**config.mk**
```make
export PLATFORM = sky130hd
export DESIGN_NAME = serial_deser
export DESIGN_NICKNAME = d
export VERILOG_FILES = /design/src/rtl/serial_deser.sv
export SDC_FILE = /design/constraint.sdc
export NUM_CORES = 1
export LEC_CHECK = 0
export BUFFER_PORTS_ARGS = -buffer_cell sky130_fd_sc_hd__buf_2
export CORE_ASPECT_RATIO = 1.1
export CORE_UTILIZATION = 56
export DETAILED_ROUTE_END_ITERATION = 12
export PLACE_DENSITY = 0.78
export SLEW_MARGIN = 20
export SYNTH_ARGS = -nofsm -noshare
export SYNTH_HDL_FRONTEND = slang
export SYNTH_SLANG_ARGS = --single-unit
```
**constraint.sdc**
```tcl
create_clock -name CLKS -period 2.75 [get_ports CLKS]
set_input_delay 0.275 -clock CLKS [delete_from_list [all_inputs] [get_ports CLKS]]
set_output_delay 0.275 -clock CLKS [all_outputs]
set_load 0.05 [all_outputs]
```
**src/rtl/serial_deser.sv**
```systemverilog
// -----------------------------------------------------------------------------
// serial_deser
//
// Multi-lane deserialiser with self-alignment. Each lane receives two bits per
// CLKS cycle (the bit on DIN[2l+1] arrived first). The lane hunts for the SYNC
// pattern at both possible bit offsets inside a pair. It confirms the word
// boundary over LOCK_CNT further words, and then emits one aligned WORD-bit
// word every WORD/2 cycles.
//
// Ports
//   CLKS       in   sole clock, rising edge
//   RSTS       in   synchronous active-high reset (wins over RETRAIN)
//   RETRAIN    in   synchronous pulse, sends every lane back to HUNT
//   DIN        in   [2*LANES]    lane l pair at [2l+1:2l], [2l+1] earlier bit
//   DOUT       out  [WORD*LANES] lane l word at [WORD*l +: WORD], MSB first
//   DVALID     out  [LANES]      one-cycle strobe when a lane's DOUT updates
//   LOCKED     out  [LANES]      lane is in LOCK
//   dbg_state  out  [2*LANES]    lane l FSM state at [2l+1:2l]
//                                (0 HUNT, 1 VERIFY, 2 LOCK)
//   dbg_ofs    out  [LANES]      lane l bit offset of the word boundary
//
// Handshake: there is no backpressure. A word is valid on DOUT only in the
// cycle where DVALID is high. The consumer must take it in that cycle. DOUT
// holds its value between strobes.
// -----------------------------------------------------------------------------
module serial_deser #(
  parameter int              LANES    = 1,
  parameter int              WORD     = 16,
  parameter logic [WORD-1:0] SYNC     = 16'hF0A5,
  parameter int              LOCK_CNT = 4
) (
  input  logic                  CLKS,
  input  logic                  RSTS,
  input  logic                  RETRAIN,
  input  logic [2*LANES-1:0]    DIN,
  output logic [WORD*LANES-1:0] DOUT,
  output logic [LANES-1:0]      DVALID,
  output logic [LANES-1:0]      LOCKED,
  output logic [2*LANES-1:0]    dbg_state,
  output logic [LANES-1:0]      dbg_ofs
);

  localparam int PW = $clog2(WORD / 2);
  localparam int CW = $clog2(LOCK_CNT + 1);

  localparam logic [PW-1:0] PH_LAST  = PW'(WORD / 2 - 1);
  localparam logic [CW-1:0] CNT_LAST = CW'(LOCK_CNT - 1);

  localparam logic [1:0] S_HUNT   = 2'd0;
  localparam logic [1:0] S_VERIFY = 2'd1;
  localparam logic [1:0] S_LOCK   = 2'd2;

  for (genvar l = 0; l < LANES; l++) begin : g_lane
    // The history is one bit longer than a word, so a window that ends on
    // either bit of the newest pair can be read in the same cycle.
    logic [WORD:0]   hist;
    logic [1:0]      state;
    logic [PW-1:0]   phase;
    logic [CW-1:0]   cnt;
    logic            ofs;
    logic [WORD-1:0] dout_r;
    logic            dvalid_r;

    logic [WORD-1:0] w0;
    logic [WORD-1:0] w1;
    logic [WORD-1:0] w_sel;
    logic            boundary;

    assign w0       = hist[WORD-1:0];   // word ends on the later bit
    assign w1       = hist[WORD:1];     // word ends on the earlier bit
    assign w_sel    = ofs ? w1 : w0;
    // phase is 0 in the cycle after the HUNT match. Each later word is
    // therefore complete in hist when phase reaches WORD/2-1.
    assign boundary = (phase == PH_LAST);

    always_ff @(posedge CLKS) begin
      if (RSTS) begin
        hist     <= '0;
        state    <= S_HUNT;
        phase    <= '0;
        cnt      <= '0;
        ofs      <= 1'b0;
        dout_r   <= '0;
        dvalid_r <= 1'b0;
      end else begin
        hist     <= {hist[WORD-2:0], DIN[2*l+1], DIN[2*l]};
        dvalid_r <= 1'b0;
        if (RETRAIN) begin
          state <= S_HUNT;
        end else begin
          case (state)
            S_HUNT: begin
              // If both windows match, the even offset takes priority.
              if (w0 == SYNC) begin
                ofs   <= 1'b0;
                phase <= '0;
                cnt   <= '0;
                state <= S_VERIFY;
              end else if (w1 == SYNC) begin
                ofs   <= 1'b1;
                phase <= '0;
                cnt   <= '0;
                state <= S_VERIFY;
              end
            end
            S_VERIFY: begin
              phase <= boundary ? '0 : phase + PW'(1);
              if (boundary) begin
                if (w_sel == SYNC) begin
                  cnt <= cnt + CW'(1);
                  if (cnt == CNT_LAST) state <= S_LOCK;
                end else begin
                  // The HUNT search resumes on the following cycle.
                  state <= S_HUNT;
                end
              end
            end
            S_LOCK: begin
              phase <= boundary ? '0 : phase + PW'(1);
              if (boundary) begin
                dout_r   <= w_sel;
                dvalid_r <= 1'b1;
              end
            end
            default: state <= S_HUNT;
          endcase
        end
      end
    end

    assign DOUT[WORD*l +: WORD] = dout_r;
    assign DVALID[l]            = dvalid_r;
    assign LOCKED[l]            = (state == S_LOCK);
    assign dbg_state[2*l +: 2]  = state;
    assign dbg_ofs[l]           = ofs;
  end

endmodule

```
== After elaboration in Yosys (flattened, before gate mapping) ==
Cells that the tools add are included.

* Word-level logic and storage cells: 51
* Latch bits: 0
* Output and inout bits: 21
* Input bits: 5
* Bits in read-only memories: 0
* Memory bits (writable): 0
* Bits in registers: 43
* Memories: 0

* Multiply operators: 0
* Mux-type cells: 17
* Reduce and logical (&&, ||, !) cells: 12
* Magnitude comparators: 0
* Bitwise operators: 2
* Shift operators: 0
* Eq/ne operators: 11
* Div/mod/pow operators: 0
* Add/subtract/negate cells: 2

{| class="wikitable"
|+ Operator list
! kind !! count
|-
| $eq 16x16->1 const B || 3
|-
| $mux 16 || 1
|-
| $mux 3 || 5
|-
| $pmux 3 s2 || 2
|-
| $mux 2 || 5
|-
| $reduce_and 3->1 || 3
|-
| $add 3x1->3 const B || 2
|-
| $ne 3x3->1 const B || 2
|-
| $pmux 2 s3 || 1
|-
| $reduce_bool 2->1 || 3
|-
| $reduce_and 5->1 || 1
|-
| $ne 2x2->1 const B || 2
|-
| $reduce_and 4->1 || 1
|-
| $reduce_or 2->1 || 2
|-
| $eq 3x2->1 const B || 1
|-
| $eq 3x3->1 const B || 1
|-
| $mux 1 || 3
|-
| $reduce_or 3->1 || 1
|-
| $eq 2x1->1 const B || 1
|-
| $eq 2x2->1 const B || 1
|-
| $logic_not 2->1 || 1
|-
| $not 1->1 || 2
|}

== Longest topological paths before layout ==
* Depth after elaboration: 5
* Gate-level depth with buffers: 7
* Gate-level depth less buffers: 7

== Worst setup path after synthesis ==
Ideal clock, no wire load.

* Path type: register to register
* Start: reg g_lane[0].state[0], in the netlist dbg_state[0]
* End: reg g_lane[0].cnt[0]
* Data required time: 2.680 ns
* Slack: 0.068 ns
* Arrival: 2.612 ns
* Cell stages (with the launch flop): 7
* Setup time: 0.070 ns
* Buffers on the path: 0
* Clock period less this slack: 2.682 ns
* Cell sequence: dfxtp_1 > ha_1 > or3b_1 > a211o_1 > o41a_1 > or4_1 > a21oi_1

* Cells in the longest elaborated chain, start to end: 3
* Elaborated cells on any way between the ends: 8
* Classes of those cells: eq/ne: 4; mux: 1; reduce/logical: 3

{| class="wikitable"
|+ RTL lines
! what !! line !! source
|-
| from (decl) || 57 || <nowiki>logic [1:0] state;</nowiki>
|-
| from (signal assigned) || 79 || <nowiki>state <= S_HUNT;</nowiki>
|-
| from (signal assigned) || 89 || <nowiki>state <= S_HUNT;</nowiki>
|-
| from (signal assigned) || 98 || <nowiki>state <= S_VERIFY;</nowiki>
|-
| $eq 2x1->1 / $logic_not 2->1 (equally long branches) || 91 || <nowiki>case (state)</nowiki>
|-
| $ne 2x2->1 (no line) (tied with other cells) || -- ||
|-
| $reduce_and 5->1 (no line) || -- ||
|-
| to (signal assigned) || 110 || <nowiki>cnt <= cnt + CW'(1);</nowiki>
|-
| to (decl) || 59 || <nowiki>logic [CW-1:0] cnt;</nowiki>
|}

Parallel ways exist; a longest one is shown, timed or not.
A chain may end at the register's enable or synchronous reset.

== Final worst setup path ==
* Start: reg g_lane[0].state[1], in the netlist dbg_state[1]
* End: reg g_lane[0].cnt[0]

The elaborated chain is that of the path after synthesis.

==> flow_metrics.tcl <==
set metrics [dict create \
    cts_hold_buf 0 \
    criticalPathCategory "flip-flop to flip-flop" \
    antenna_found_initial 0 \
    dr.pass1.iters 10 \
    dpl.cell_count 250 \
    peakVddDrop_mv 0.2810 \
    critical_path_depth 7 \
    pwr_density_cell_nw_per_um2 483.7 \
    fmax_mhz 390.3 \
    fin_crit_sh_pct 93.17 \
    path_max_fanout 6 \
    maxSlewViolCount 0 \
    die_y_um 63.16 \
    antenna_cells 0 \
    slowest_delay_ns 0.50 \
    drt_first_iter_violations 51 \
    place_congestion 0.9121 \
    io_pins 26 \
    synth-seq-cells 43 \
    syn_inst 198 \
    yosysMostFrequentCell "dfxtp_1" \
    synth_largest_area_cell "dfxtp_1" \
    htree_levels 2 \
    cp_slowest_cell "o41a_1" \
    synth_warnings 0 \
    grt_pass1_wl_mm 6.520 \
    path_buf_inv 1 \
    dp_hpwl_mm 2.692 \
    crit_end "g_lane[0].cnt[0]" \
    core_area_um2 3153 \
    syn_area_um2 1904 \
    grt_max_degree 38 \
    ys_seq_area_share_pct 45.20 \
    initial_core_util_pct 60.40 \
    routedWlPerCell_um 14.51 \
    startpoint "dbg_state[1]" \
    cp_cell_sequence "inv_1 > ha_1 > or3b_1 > a211o_1 > o41a_1 > or4_1 > a21oi_1" \
    routed_wl_mm 3.728 \
    grt_pass1_vias 1494 \
    hold_viol 0 \
    min_from "DIN[1]" \
    min_path_type "primary input to flip-flop" \
    avgSynthCellArea_um2 9.618 \
    rr_startpoint "dbg_state[1]" \
    ant_nets 0 \
    rr_worst_depth 7 \
    clk_path_buf_depth 2 \
    crit_arrival_ns 2.83 \
    synth_top_area_share_pct 45.20 \
    start_kind "flip-flop" \
    die-area_um2 3638 \
    yosys-top-cells-area "dfxtp_1 45%, mux2i_1 9.5%, a211oi_1 7.1%" \
    fin_cells 257 \
    fin_skew_ns 0.01092 \
    setup_tns_ns 0 \
    seqPwrFrac_pct 61.4 \
    clkPwrFrac_pct 36.0 \
    cts_tree "done" \
    area_growth_pct 11.96 \
    crit_required_ns 3.02 \
    layout-drive-gt1-share_pct 16.59 \
    yosys-top-cells-count "43 x dfxtp_1, 23 x nor2_1, 18 x a211oi_1, 18 x mux2i_1, 16 x nor2b_1" \
    power.internal_mw 0.8237 \
    syn_nets 211 \
    gr-total-overflow 0 \
    worstReg2RegEnd "g_lane[0].cnt[0]" \
    failed_checks "DRC" \
    maxCapViolCount 0 \
    cts_buffers 5 \
    relSlewSlack_pct 32.08 \
    switching_share_pct 20.13 \
    nNetsFinal 236 \
    worst_pin_slew_ns 1.003 \
    setup_viol 0 \
    synth_edf_count 0 \
    synth_cell_type_count 37 \
    switchingPower_mw 0.2076 \
    r2r_slack_ns 0.19 \
    viasPerCell 5.868 \
    root_buffer "clkbuf_4" \
    ys.flop_type "dfxtp_1" \
    port_buffers 25 \
    clkSlewWorstSetupHoldPaths_ns 0.11 \
    p_leak_nw 0.7826 \
    share_comb_of_total_power_pct 2.6 \
    period_needed_ns 2.562 \
    rsz0062_at_grt "false" \
    row_count 21 \
    ctsResizeCount 0 \
    cts_num_sinks 43 \
    drc 1 \
    clk_latency_ns 0.34 \
    cp_top_family "compound AO/OA/AOI/OAI gates" \
    track_usage_pct 22.93 \
    status "complete, but fails checks" \
    die_w_um 57.60 \
    vias 1508 \
    cts_setup_buffers 0 \
    synthArstFlopShare_pct 0 \
    end_kind "flip-flop" \
]
cell usage in the layout (no fill, tap or decap), types with 2 or more instances in the layout:
master    Yosys  final
o41ai_1       2      2
or3b_1        2      2
nand3_1       5      5
clkbuf_4      0      5
o311ai_0      2      2
mux2i_1      18     18
and3_1        2      2
nor2b_1      16     16
buf_4         0      4
a21oi_1       3      3
o31ai_1       2      2
dfxtp_1      43     43
nand2_1       8      8
ha_1          8      8
or2b_1        2      2
inv_1         7      7
nand3b_1      3      3
buf_2         2     25
nor3b_1       5      5
nand2b_1      2      2
nor2_1       23     22
a211oi_1     18     18
a32oi_1       2      2
registers in the layout (all words and copies together), names as in the netlist:
signal,flops
g_lane.phase,3
DVALID,1
g_lane.hist,17
dbg_ofs,1
dbg_state,2
g_lane.cnt,3
DOUT,16
how the worst min path moves through the flow:
| stage | end | slack (ns) | cells past startpoint |
|---|---|---|---|
| after floorplan | g_lane[0].hist[0] | 0.40 | 1 |
| after global placement | g_lane[0].phase[1] | 0.45 | 2 |
| after detailed placement | g_lane[0].phase[1] | 0.46 | 2 |
| after CTS | g_lane[0].hist[1] | 0.11 | 2 |
| after global routing | g_lane[0].hist[0] | 0.12 | 2 |
| final | g_lane[0].hist[1] | 0.13 | 2 |
layer usage:
layer	vias up	routed length [um]	global-route usage, %
met5	-	0	0
met4	0	68	11.59
met3	8	176	6.366
met2	31	1757	36.63
met1	702	1726	27.84
li1	767	-	-
power by group through the flow:
stage	sequential, mW	clock [mW]	combinational, mW
global route	0.635	0.406	0.0295
CTS	0.633	0.383	0.0266
finish	0.633	0.371	0.0267
detailed placement	0.647	0	0.0264
floorplan	0.645	0	0.0191
global placement	0.647	0	0.0256
logic make-up after synthesis:
family | share of synthesized area [%]
mux | 9.461
flops | 45.20
simple gates | 20.96
fa+ha+maj | 5.256
compound gates | 15.24
buf+inv | 3.877
worst reg2reg max path: stages (launching register included):
cell and delay, ns:
dfxtp_1 0.36, inv_1 0.11, ha_1 0.26, or3b_1 0.36, a211o_1 0.24, o41a_1 0.50
or4_1 0.50, a21oi_1 0.16
final cells by class:
| cell class | instances | area, um2 |
|---|---|---|
| Clock buffer | 6 | 41.29 |
| Clock inverter | 1 | 30.03 |
| Fill cell | 253 | 1021 |
| Inverter | 8 | 30.03 |
| Multi-Input combinational cell | 136 | 972.2 |
| Sequential cell | 43 | 860.8 |
| Tap cell | 34 | 42.54 |
| Timing Repair Buffer | 29 | 155.1 |
stage by stage:
stage	setup WS [ns]	cell area (um2)	hold slack [ns]	power, mW	utilization [%]
5_1_grt	0.06580	2132	0.1226	1.070	67.62
4_1_cts	0.2029	2132	0.1130	1.042	67.62
3_5_place_dp	0.2360	2061	0.4631	0.6737	65.36
2_1_floorplan	0.06751	1904	0.4032	0.6644	-
3_3_place_gp	0.3636	2061	0.4466	0.6727	65.36
6_report	0.1878	2132	0.1312	1.031	67.62
Power figures use the tool's default switching activity.
